## src/rtl/sb_dcache_arbiter_if.sv

```systemverilog
// Request/response bundle between the store buffer, the load pipeline and the dcache port.
// The master modport is the arbiter side and the slave modport is the environment side.
interface sb_dcache_arbiter_if #(
  parameter int ADDR_W = 32,
  parameter int DATA_W = 32
);
  logic                  flush_i;
  logic                  sb_valid_i;
  logic                  sb_ready_o;
  logic [ADDR_W-1:0]     sb_addr_i;
  logic [DATA_W-1:0]     sb_data_i;
  logic [DATA_W/8-1:0]   sb_strb_i;
  logic                  ld_req_valid_i;
  logic                  ld_req_ready_o;
  logic [ADDR_W-1:0]     ld_addr_i;
  logic                  ld_resp_valid_o;
  logic                  ld_resp_miss_o;
  logic [DATA_W-1:0]     ld_resp_data_o;
  logic                  dc_req_valid_o;
  logic                  dc_req_ready_i;
  logic                  dc_req_we_o;
  logic [ADDR_W-1:0]     dc_req_addr_o;
  logic [DATA_W-1:0]     dc_req_wdata_o;
  logic [DATA_W/8-1:0]   dc_req_wstrb_o;
  logic                  dc_resp_valid_i;
  logic                  dc_resp_miss_i;
  logic [DATA_W-1:0]     dc_resp_data_i;
  logic                  refill_done_i;

  modport master (
    input  flush_i, sb_valid_i, sb_addr_i, sb_data_i, sb_strb_i,
    input  ld_req_valid_i, ld_addr_i,
    input  dc_req_ready_i, dc_resp_valid_i, dc_resp_miss_i, dc_resp_data_i, refill_done_i,
    output sb_ready_o, ld_req_ready_o, ld_resp_valid_o, ld_resp_miss_o, ld_resp_data_o,
    output dc_req_valid_o, dc_req_we_o, dc_req_addr_o, dc_req_wdata_o, dc_req_wstrb_o
  );

  modport slave (
    output flush_i, sb_valid_i, sb_addr_i, sb_data_i, sb_strb_i,
    output ld_req_valid_i, ld_addr_i,
    output dc_req_ready_i, dc_resp_valid_i, dc_resp_miss_i, dc_resp_data_i, refill_done_i,
    input  sb_ready_o, ld_req_ready_o, ld_resp_valid_o, ld_resp_miss_o, ld_resp_data_o,
    input  dc_req_valid_o, dc_req_we_o, dc_req_addr_o, dc_req_wdata_o, dc_req_wstrb_o
  );
endinterface

```

## src/rtl/sb_dcache_arbiter.sv

```systemverilog
// Arbitrates the single dcache request port between loads and store-buffer drains,
// with load priority bounded by a starvation counter and store miss replay after refill.
module sb_dcache_arbiter #(
  parameter int ADDR_W     = 32,
  parameter int DATA_W     = 32,
  parameter int STARVE_LIM = 4,
  parameter int CNT_W      = $clog2(STARVE_LIM + 1)
) (
  input  logic                clk,
  input  logic                rst,
  sb_dcache_arbiter_if.master bus
);

  localparam int              STRB_W = DATA_W / 8;
  localparam logic [CNT_W-1:0] LIM   = CNT_W'(STARVE_LIM);

  typedef enum logic [1:0] {IDLE, LD_WAIT, ST_WAIT, ST_REFILL} state_t;

  state_t             r_state;
  state_t             w_state_nxt;
  logic [CNT_W-1:0]   r_starve_cnt;
  logic               r_killed;
  logic               r_st_hold;
  logic               r_refilled;
  logic [ADDR_W-1:0]  r_st_addr;
  logic [DATA_W-1:0]  r_st_data;
  logic [STRB_W-1:0]  r_st_strb;

  logic w_st_sel;
  logic w_ld_sel;
  logic w_reissue;
  logic w_st_acc;
  logic w_ld_acc;

  function automatic logic [CNT_W-1:0] sat_inc(input logic [CNT_W-1:0] v);
    return (v >= LIM) ? LIM : v + CNT_W'(1);
  endfunction

  // A store that was presented but not yet taken keeps the port (r_st_hold).
  assign w_st_sel  = (r_state == IDLE) & bus.sb_valid_i &
                     (r_st_hold | ~bus.ld_req_valid_i | bus.flush_i | (r_starve_cnt == LIM));
  assign w_ld_sel  = (r_state == IDLE) & ~w_st_sel & bus.ld_req_valid_i & ~bus.flush_i;
  assign w_reissue = (r_state == ST_REFILL) & r_refilled;
  assign w_st_acc  = (w_st_sel | w_reissue) & bus.dc_req_ready_i;
  assign w_ld_acc  = w_ld_sel & bus.dc_req_ready_i;

  always_comb begin
    w_state_nxt         = r_state;
    bus.dc_req_valid_o  = 1'b0;
    bus.dc_req_we_o     = 1'b0;
    bus.dc_req_addr_o   = '0;
    bus.dc_req_wdata_o  = '0;
    bus.dc_req_wstrb_o  = '0;
    bus.ld_req_ready_o  = 1'b0;
    bus.ld_resp_valid_o = 1'b0;
    bus.ld_resp_miss_o  = 1'b0;
    bus.ld_resp_data_o  = '0;
    bus.sb_ready_o      = 1'b0;
    if (!rst) begin
      case (r_state)
        IDLE: begin
          if (w_st_sel) begin
            bus.dc_req_valid_o = 1'b1;
            bus.dc_req_we_o    = 1'b1;
            bus.dc_req_addr_o  = bus.sb_addr_i;
            bus.dc_req_wdata_o = bus.sb_data_i;
            bus.dc_req_wstrb_o = bus.sb_strb_i;
            if (bus.dc_req_ready_i) w_state_nxt = ST_WAIT;
          end else if (w_ld_sel) begin
            bus.dc_req_valid_o = 1'b1;
            bus.dc_req_addr_o  = bus.ld_addr_i;
            bus.ld_req_ready_o = bus.dc_req_ready_i;
            if (bus.dc_req_ready_i) w_state_nxt = LD_WAIT;
          end
        end
        LD_WAIT: begin
          if (bus.dc_resp_valid_i) begin
            w_state_nxt         = IDLE;
            bus.ld_resp_valid_o = ~(r_killed | bus.flush_i);
            if (bus.ld_resp_valid_o) begin
              bus.ld_resp_miss_o = bus.dc_resp_miss_i;
              bus.ld_resp_data_o = bus.dc_resp_data_i;
            end
          end
        end
        ST_WAIT: begin
          if (bus.dc_resp_valid_i) begin
            if (bus.dc_resp_miss_i) begin
              w_state_nxt = ST_REFILL;
            end else begin
              bus.sb_ready_o = bus.sb_valid_i;
              w_state_nxt    = IDLE;
            end
          end
        end
        ST_REFILL: begin
          if (r_refilled) begin
            bus.dc_req_valid_o = 1'b1;
            bus.dc_req_we_o    = 1'b1;
            bus.dc_req_addr_o  = r_st_addr;
            bus.dc_req_wdata_o = r_st_data;
            bus.dc_req_wstrb_o = r_st_strb;
            if (bus.dc_req_ready_i) w_state_nxt = ST_WAIT;
          end
        end
        default: w_state_nxt = IDLE;
      endcase
    end
  end

  always_ff @(posedge clk) begin
    if (rst) begin
      r_state      <= IDLE;
      r_starve_cnt <= '0;
      r_killed     <= 1'b0;
      r_st_hold    <= 1'b0;
      r_refilled   <= 1'b0;
      r_st_addr    <= '0;
      r_st_data    <= '0;
      r_st_strb    <= '0;
    end else begin
      r_state   <= w_state_nxt;
      r_st_hold <= w_st_sel & ~bus.dc_req_ready_i;

      if (!bus.sb_valid_i || w_st_acc) r_starve_cnt <= '0;
      else if (w_ld_acc)               r_starve_cnt <= sat_inc(r_starve_cnt);

      // A flush anywhere between accept and response suppresses that load's reply.
      if (r_state == LD_WAIT && w_state_nxt == IDLE)                r_killed <= 1'b0;
      else if (bus.flush_i && (r_state == LD_WAIT || w_ld_acc))     r_killed <= 1'b1;

      if (r_state != ST_REFILL)     r_refilled <= 1'b0;
      else if (w_st_acc)            r_refilled <= 1'b0;
      else if (bus.refill_done_i)   r_refilled <= 1'b1;

      if (w_st_sel && bus.dc_req_ready_i) begin
        r_st_addr <= bus.sb_addr_i;
        r_st_data <= bus.sb_data_i;
        r_st_strb <= bus.sb_strb_i;
      end
    end
  end

endmodule

```

## src/flat_wrapper.sv

```systemverilog
// flat-port wrapper written by rule: the top's interface ports become plain ports
module sb_dcache_arbiter_flat 
#(
  parameter int ADDR_W     = 32,
  parameter int DATA_W     = 32,
  parameter int STARVE_LIM = 4,
  parameter int CNT_W      = $clog2(STARVE_LIM + 1)
)
  (clk, rst, bus_flush_i, bus_sb_valid_i, bus_sb_addr_i, bus_sb_data_i, bus_sb_strb_i, bus_ld_req_valid_i, bus_ld_addr_i, bus_dc_req_ready_i, bus_dc_resp_valid_i, bus_dc_resp_miss_i, bus_dc_resp_data_i, bus_refill_done_i, bus_sb_ready_o, bus_ld_req_ready_o, bus_ld_resp_valid_o, bus_ld_resp_miss_o, bus_ld_resp_data_o, bus_dc_req_valid_o, bus_dc_req_we_o, bus_dc_req_addr_o, bus_dc_req_wdata_o, bus_dc_req_wstrb_o);
  sb_dcache_arbiter_if #(.ADDR_W(ADDR_W), .DATA_W(DATA_W)) bus_i ();
  input  logic clk;
  input  logic rst;
  input wire logic [$bits(bus_i.flush_i)-1:0] bus_flush_i;
  input wire logic [$bits(bus_i.sb_valid_i)-1:0] bus_sb_valid_i;
  input wire logic [$bits(bus_i.sb_addr_i)-1:0] bus_sb_addr_i;
  input wire logic [$bits(bus_i.sb_data_i)-1:0] bus_sb_data_i;
  input wire logic [$bits(bus_i.sb_strb_i)-1:0] bus_sb_strb_i;
  input wire logic [$bits(bus_i.ld_req_valid_i)-1:0] bus_ld_req_valid_i;
  input wire logic [$bits(bus_i.ld_addr_i)-1:0] bus_ld_addr_i;
  input wire logic [$bits(bus_i.dc_req_ready_i)-1:0] bus_dc_req_ready_i;
  input wire logic [$bits(bus_i.dc_resp_valid_i)-1:0] bus_dc_resp_valid_i;
  input wire logic [$bits(bus_i.dc_resp_miss_i)-1:0] bus_dc_resp_miss_i;
  input wire logic [$bits(bus_i.dc_resp_data_i)-1:0] bus_dc_resp_data_i;
  input wire logic [$bits(bus_i.refill_done_i)-1:0] bus_refill_done_i;
  output wire logic [$bits(bus_i.sb_ready_o)-1:0] bus_sb_ready_o;
  output wire logic [$bits(bus_i.ld_req_ready_o)-1:0] bus_ld_req_ready_o;
  output wire logic [$bits(bus_i.ld_resp_valid_o)-1:0] bus_ld_resp_valid_o;
  output wire logic [$bits(bus_i.ld_resp_miss_o)-1:0] bus_ld_resp_miss_o;
  output wire logic [$bits(bus_i.ld_resp_data_o)-1:0] bus_ld_resp_data_o;
  output wire logic [$bits(bus_i.dc_req_valid_o)-1:0] bus_dc_req_valid_o;
  output wire logic [$bits(bus_i.dc_req_we_o)-1:0] bus_dc_req_we_o;
  output wire logic [$bits(bus_i.dc_req_addr_o)-1:0] bus_dc_req_addr_o;
  output wire logic [$bits(bus_i.dc_req_wdata_o)-1:0] bus_dc_req_wdata_o;
  output wire logic [$bits(bus_i.dc_req_wstrb_o)-1:0] bus_dc_req_wstrb_o;
  assign bus_i.flush_i = bus_flush_i;
  assign bus_i.sb_valid_i = bus_sb_valid_i;
  assign bus_i.sb_addr_i = bus_sb_addr_i;
  assign bus_i.sb_data_i = bus_sb_data_i;
  assign bus_i.sb_strb_i = bus_sb_strb_i;
  assign bus_i.ld_req_valid_i = bus_ld_req_valid_i;
  assign bus_i.ld_addr_i = bus_ld_addr_i;
  assign bus_i.dc_req_ready_i = bus_dc_req_ready_i;
  assign bus_i.dc_resp_valid_i = bus_dc_resp_valid_i;
  assign bus_i.dc_resp_miss_i = bus_dc_resp_miss_i;
  assign bus_i.dc_resp_data_i = bus_dc_resp_data_i;
  assign bus_i.refill_done_i = bus_refill_done_i;
  assign bus_sb_ready_o = bus_i.sb_ready_o;
  assign bus_ld_req_ready_o = bus_i.ld_req_ready_o;
  assign bus_ld_resp_valid_o = bus_i.ld_resp_valid_o;
  assign bus_ld_resp_miss_o = bus_i.ld_resp_miss_o;
  assign bus_ld_resp_data_o = bus_i.ld_resp_data_o;
  assign bus_dc_req_valid_o = bus_i.dc_req_valid_o;
  assign bus_dc_req_we_o = bus_i.dc_req_we_o;
  assign bus_dc_req_addr_o = bus_i.dc_req_addr_o;
  assign bus_dc_req_wdata_o = bus_i.dc_req_wdata_o;
  assign bus_dc_req_wstrb_o = bus_i.dc_req_wstrb_o;
  sb_dcache_arbiter #(.ADDR_W(ADDR_W), .DATA_W(DATA_W), .STARVE_LIM(STARVE_LIM), .CNT_W(CNT_W)) u_core (.clk(clk), .rst(rst), .bus(bus_i));
endmodule
```

## config.mk

```make
export PLATFORM = sky130hd
export DESIGN_NAME = sb_dcache_arbiter_flat
export DESIGN_NICKNAME = d
export VERILOG_FILES = /design/src/rtl/sb_dcache_arbiter_if.sv /design/src/rtl/sb_dcache_arbiter.sv /design/src/flat_wrapper.sv
export SDC_FILE = /design/constraint.sdc
export NUM_CORES = 1
export LEC_CHECK = 0
export ABC_CLOCK_PERIOD_IN_PS = 5200
export BUFFER_PORTS_ARGS = -buffer_cell sky130_fd_sc_hd__clkbuf_2
export CORE_MARGIN = 2
export CORE_UTILIZATION = 40
export DETAILED_ROUTE_END_ITERATION = 10
export GPL_ROUTABILITY_DRIVEN = 0
export PLACE_DENSITY = 0.75
export SLEW_MARGIN = 15
export SYNTH_ARGS = -nofsm -noshare
export SYNTH_HDL_FRONTEND = slang
export SYNTH_SLANG_ARGS = --single-unit
export TNS_END_PERCENT = 5
```

## constraint.sdc

```tcl
create_clock -name clk -period 5.2 [get_ports clk]
set_clock_uncertainty 0.2 [all_clocks]
set_input_delay 1.04 -clock clk [delete_from_list [all_inputs] [get_ports clk]]
set_output_delay 1.04 -clock clk [all_outputs]
set_load 0.02 [all_outputs]
```

==> results.tsv, run 1 <==
metric	value	unit
Synth Register Bits	76	
Switch Pwr	0.0006701	W
crit-path cells	clkbuf_2 > nand2b_2 > o211a_2 > buf_4 > a222oi_1 > nor2_1 > clkbuf_2	
layout cell share with drive strength beyond 1	0.3570	
Resize count post-CTS	0	
post-CTS setup buffer count	0	
worst slew pin tran	0.7784	ns
ys flop type	dfxtp_1	
TritonCTS Buffers	9	
count of final hold-check violations	0	
LEAKAGE	2.586	nW
Ports	247	
Total Routed Length	13.16	mm
Cell Int Power	0.001231	W
switching share of power	0.3526	
VDD IR-drop max	0.2298	mV
router iterations before antenna repair	6	
fmax	244.3	MHz
vias per inst	5.269	
max incr delay on CP	0.48	ns
Yosys cell types	40	
register area share after synthesis	0.3642	
EDFF count, synth	0	
Cell Area, Placed	0.005390	mm²
row cnt	37	
critical path class	in -> out	
Root Buffer	clkbuf_8	
antenna cells	0	
critical path required time	3.96	ns
Die W	106.2	µm
grt total ovfl	0	
RSZ-0062 raised after global routing	false	
CTS tree	done	
Clock Latency Late Sink	0.34	ns
Clock Sinks	76	
most frequent cells in the layout	clkbuf_2 (246), nand2_1 (143), nor2_1 (76), dfxtp_1 (76), a21oi_1 (70)	
crit path max-delay cell type	o211a_2	
clock network power share	0.313	
worst-path fanout max	36	
worst hold path class	reg -> reg	
worst slack, placed	1.117	ns
Flop pwr share	0.346	
number of global-route vias before repair	4408	
Slew Limit Fails	0	
Gate Count Post-Synth	574	
clk slew on worst S/H paths	0.08	ns
Layout Nets	933	
DRC viols	0	
antenna violations before repair	0	
max cap viols	0	
combinational power share	0.341	
Core Util, Final	0.5546	
Global Route Usage Sum	0.2274	
leading cell type in the layout, fill and taps excluded	clkbuf_2	
Area Growth Syn to Fin	35.82	%
Initial Utilization	0.4083	
drt wl/cell	14.21	µm
DIE AREA	0.01128	mm²
Overall Power	0.001901	W
CORE AREA	0.01023	mm²
crit path capture type	primary output	
CTS Hold Bufs	0	
cell mode on critical path	clkbuf_2	
die span in y	106.2	µm
crit path time final	4.093	ns
Fill cells	971	
fraction of registers with async set/reset	0	
Crit path max-delay family	buffers and inverters	
Critical path buffers and inverters	3	
global-route wire length before repair	21.20	mm
Critical Path AT	2.85	ns
final setup margin	1.107	ns
Slew HR	0.4811	
yosys warns	0	
Final ANT Viol Nets	0	
final instance area	0.005674	mm²
Final Setup Violations	0	
number of I/O port buffers	246	
fin crit share	0.7871	
net count after synthesis	722	
Final TNS setup	0	ns
H-tree Lvls	3	
Via Count	4879	
largest net degree at the start of global routing	70	
startpoint types	primary input	
mean area per synthesized cell	7.278	µm²
status	finished clean	
total power density per cell area	335.0	mW/mm²
Max Root-Sink Buffers	2	
Final HPWL DP	9.530	mm
Initial DRC Count	532	
synthesized area	0.004178	mm²
Yosys cell counts (2+ instances only):
| cell | n | area (µm²) |
|---|---|---|
| o21ai_0 | 5 | 25.02 |
| a222oi_1 | 32 | 320.3 |
| and2_1 | 35 | 219.0 |
| buf_2 | 16 | 80.08 |
| a211oi_1 | 2 | 15.01 |
| inv_1 | 6 | 22.52 |
| a22oi_1 | 36 | 270.3 |
| nand2b_1 | 2 | 12.51 |
| o211ai_1 | 2 | 15.01 |
| buf_4 | 3 | 22.52 |
| ha_1 | 7 | 87.58 |
| a21o_1 | 3 | 22.52 |
| nand2_1 | 143 | 536.8 |
| nor2_1 | 76 | 285.3 |
| dfxtp_1 | 76 | 1521 |
| buf_6 | 5 | 56.30 |
| or2_2 | 2 | 12.51 |
| and3_1 | 2 | 12.51 |
| nor3_1 | 2 | 10.01 |
| a21oi_1 | 70 | 350.3 |
| clkbuf_1 | 30 | 112.6 |
worst min-delay path, cell delays in order, from the launching register on:
cell     delay, ns
dfxtp_1       0.31
nand2_1       0.05
a21oi_1       0.05
area by class of cell:
cell class / count / area, µm² / share of cell area
multi-input combinational: 437 / 2385 / 0.4203
sequential: 76 / 1521 / 0.2681
timing repair buffer: 255 / 1303 / 0.2295
tap: 136 / 170.2 / 0.02999
clock buffer: 10 / 137.6 / 0.02426
clock inverter: 6 / 135.1 / 0.02381
inverter: 6 / 22.52 / 0.003969
layer usage:
| layer | part of all wire | vias up | global-route usage | wire length, µm |
|---|---|---|---|---|
| li1 | - | 2410 | - | - |
| met1 | 0.44 | 2244 | 0.3112 | 5752 |
| met2 | 0.48 | 219 | 0.3704 | 6365 |
| met3 | 0.074 | 6 | 0.04844 | 977 |
| met4 | 0.0046 | 0 | 0.04511 | 61 |
| met5 | 0 | - | 0 | 0 |
stage by stage:
| stage | instances | hold WS, ns |
|---|---|---|
| floorplan | 574 | 0.2360 |
| global placement | 909 | 0.2419 |
| detailed placement | 909 | 0.2459 |
| CTS | 925 | 0.2586 |
| global route | 926 | 0.2732 |
| finish | 926 | 0.2582 |
power groups by stage:
stage	clock, W	combinational (W)	sequential [W]
2_1_floorplan	0	0.000463	0.000662
3_3_place_gp	0	0.000632	0.000668
3_5_place_dp	0	0.000647	0.000671
4_1_cts	0.000613	0.000651	0.000657
5_1_grt	0.000639	0.000718	0.000664
6_report	0.000595	0.000648	0.000658
sequential cells by signal (all words and copies together), names as in the netlist:
register and cells:
u_core.r_state 2, u_core.r_refilled 1, u_core.r_st_hold 1, u_core.r_st_addr 32
u_core.r_st_data 32, u_core.r_st_strb 4, u_core.r_killed 1, u_core.r_starve_cnt 3
worst paths after layout:
check / startpoint / to / slack (ns) / cells after the start
min: u_core.r_st_data[12] / u_core.r_st_data[12] / 0.26 / 2
max reg2reg: u_core.r_state[0] / u_core.r_st_data[17] / 2.53 / 7
min reg2reg: u_core.r_st_data[12] / u_core.r_st_data[12] / 0.26 / 2
max: bus_flush_i / bus_dc_req_addr_o[2] / 1.11 / 7
cell families after synthesis:
family / count (synthesis) / share of synthesized area
buffers and inverters: 61 / 0.07128
adder cells (fa/ha/maj): 7 / 0.02096
AO/OA/AOI/OAI: 160 / 0.2659
AND/OR/NAND/NOR: 270 / 0.2776
flip-flops: 76 / 0.3642
Note: power is estimated with default switching activity, not from simulation.
==> run 2: changes to the inputs <==
--- a/config.mk
+++ b/config.mk
@@ -5,7 +5,7 @@
 export SDC_FILE = /design/constraint.sdc
 export NUM_CORES = 1
 export LEC_CHECK = 0
-export ABC_CLOCK_PERIOD_IN_PS = 5200
+export ABC_CLOCK_PERIOD_IN_PS = 4100
 export BUFFER_PORTS_ARGS = -buffer_cell sky130_fd_sc_hd__clkbuf_2
 export CORE_MARGIN = 2
 export CORE_UTILIZATION = 40
==> constraint.sdc (replaced) <==
create_clock -name clk -period 4.1 [get_ports clk]
set_clock_uncertainty 0.2 [all_clocks]
set_input_delay 0.82 -clock clk [delete_from_list [all_inputs] [get_ports clk]]
set_output_delay 0.82 -clock clk [all_outputs]
set_load 0.02 [all_outputs]
==> results.tsv, run 2 (synthesized netlist as in run 1, its figures left out) <==
metric	value	unit	change
largest registers	u_core.r_st_addr (32), u_core.r_st_data (32), u_core.r_st_strb (4)		
Final ANT Viol Nets	0		unchanged
Via Count	4903		+0.49%
Clock Latency Late Sink	0.34	ns	about the same
most frequent cells in the layout	clkbuf_2 (246), nand2_1 (143), nor2_1 (76), dfxtp_1 (76), a21oi_1 (70)		
Area Growth Syn to Fin	35.97	%	
max cap viols	0		unchanged
Slew Limit Fails	0		unchanged
Initial Utilization	0.4083		unchanged
leading cell type in the layout, fill and taps excluded	clkbuf_2		
CTS Hold Bufs	0		unchanged
router iterations before antenna repair	8		+2
die span in y	106.2	µm	unchanged
Hold Crit Depth	2		unchanged
row cnt	37		unchanged
Die W	106.2	µm	unchanged
DIE AREA	0.01128	mm²	unchanged
Final Setup Violations	0		unchanged
crit-path cells	inv_1 > ha_1 > a21o_1 > o211a_2 > buf_12 > a222oi_1 > nor2_1 > clkbuf_2		
Worst R2R Start	u_core.r_state[0]		
critical path class	reg -> out		
Layout Nets	936		+0.32%
Final TNS setup	0	ns	unchanged
antenna violations before repair	0		unchanged
Max Root-Sink Buffers	2		unchanged
Fill cells	987		+1.6%
Global Route Usage Sum	0.2294		+0.002011
count of final hold-check violations	0		unchanged
DRC viols	0		unchanged
Clock Sinks	76		unchanged
vias per inst	5.278		+0.17%
critical path required time	3.08	ns	-0.88 ns
startpoint types	flip-flop		
worst-path fanout max	36		unchanged
number of global-route vias before repair	4477		+1.6%
drt wl/cell	14.47	µm	+1.9%
number of I/O port buffers	246		unchanged
depth of the worst register-to-register path	7		unchanged
crit path max-delay cell type	o211a_2		
Critical Path AT	2.59	ns	-0.26 ns
grt total ovfl	0		unchanged
Resize count post-CTS	0		unchanged
crit path capture type	primary output		
CORE AREA	0.01023	mm²	unchanged
RSZ-0062 raised after global routing	false		
TritonCTS Buffers	9		unchanged
total power density per cell area	417.0	mW/mm²	+25%
status	finished clean		
min-delay src	u_core.r_st_data[21]		
Core Util, Final	0.5552		+0.0006120
largest net degree at the start of global routing	79		+13%
max incr delay on CP	0.49	ns	about the same
Hold EP	u_core.r_st_data[21]		
global-route wire length before repair	21.38	mm	+0.85%
H-tree Lvls	3		unchanged
Root Buffer	clkbuf_8		
Slew HR	0.4549		-0.02621
reg2reg end	u_core.r_st_data[13]		
antenna cells	0		unchanged
LEAKAGE	2.595	nW	+0.37%
R2R Setup Slk	1.56	ns	-0.97 ns
worst hold path class	reg -> reg		
crit path time final	3.608	ns	
Final HPWL DP	9.665	mm	+1.4%
fmax	277.2	MHz	
post-CTS setup buffer count	0		unchanged
Ports	247		unchanged
placed instance count	913		+0.44%
fin crit share	0.8800		
worst slew pin tran	0.8177	ns	+0.03931 ns
VDD IR-drop max	0.2404	mV	+4.6%
Total Routed Length	13.45	mm	+2.2%
Initial DRC Count	462		-13%
CTS tree	done		
layout cell share with drive strength beyond 1	0.3594		+0.002433
clk slew on worst S/H paths	0.08	ns	about the same
Overall Power	0.002369	W	+25%
fin cells	929		+0.32%
## run 2: cell types whose count changed in the layout (fill, tap and decap cells not counted), sizes merged
cell	delta
clkinv	+2
inv	+1
clkbuf	-1
bufinv	-1
clkinvlp	-1
buf	+3
## run 2: area by class of cell
cell class	instances	area [µm²]	area share
sequential	76	1521	0.2678
timing repair buffer	258	1334	0.2348
clock inverter	7	123.9	0.02181
inverter	6	22.52	0.003965
multi-input combinational	437	2385	0.4198
clock buffer	9	123.9	0.02181
tap	136	170.2	0.02996
## run 2: how the worst max path moves through the flow
stage	start	end	depth (start not counted)
2_1_floorplan	bus_flush_i	bus_dc_req_addr_o[10]	6
3_3_place_gp	bus_flush_i	bus_dc_req_wstrb_o[1]	7
3_5_place_dp	bus_flush_i	bus_dc_req_addr_o[26]	7
4_1_cts	u_core.r_starve_cnt[0]	bus_dc_req_addr_o[26]	8
5_1_grt	u_core.r_starve_cnt[0]	bus_dc_req_addr_o[14]	8
6_report	u_core.r_starve_cnt[0]	bus_dc_req_addr_o[6]	8
## run 2: routing by layer
layer	vias to the layer above	GRT usage	part of all wire
met5	-	0	0
li1	2422	-	-
met3	11	0.04905	0.065
met4	0	0.05639	0.0087
met1	2295	0.3076	0.44
met2	175	0.3759	0.49
## run 2: stage by stage
| step | area [µm²] | setup WS [ns] | hold slack [ns] |
|---|---|---|---|
| 2_1_floorplan | 4178 | 1.106 | 0.2360 |
| 6_report | 5680 | 0.4921 | 0.2591 |
| 5_1_grt | 5680 | 0.3226 | 0.2796 |
| 3_5_place_dp | 5433 | 0.5800 | 0.2476 |
| 3_3_place_gp | 5433 | 0.6364 | 0.2420 |
| 4_1_cts | 5680 | 0.4935 | 0.2615 |
## run 2: critical path: cells and delay by family, from the launching register on
kind / cells / cell delay [ns]
buffers and inverters: 3 / 0.50
DFF: 1 / 0.36
adders and majority gates: 1 / 0.20
AOI/OAI and AO/OA: 3 / 1.09
and+or+nand+nor: 1 / 0.08
## run 2: power breakdown
group	internal (W)	switching, W
logic	0.000294	0.000547
registers	0.000799	0.0000360
clock network	0.000408	0.000286
total	0.00150	0.000868
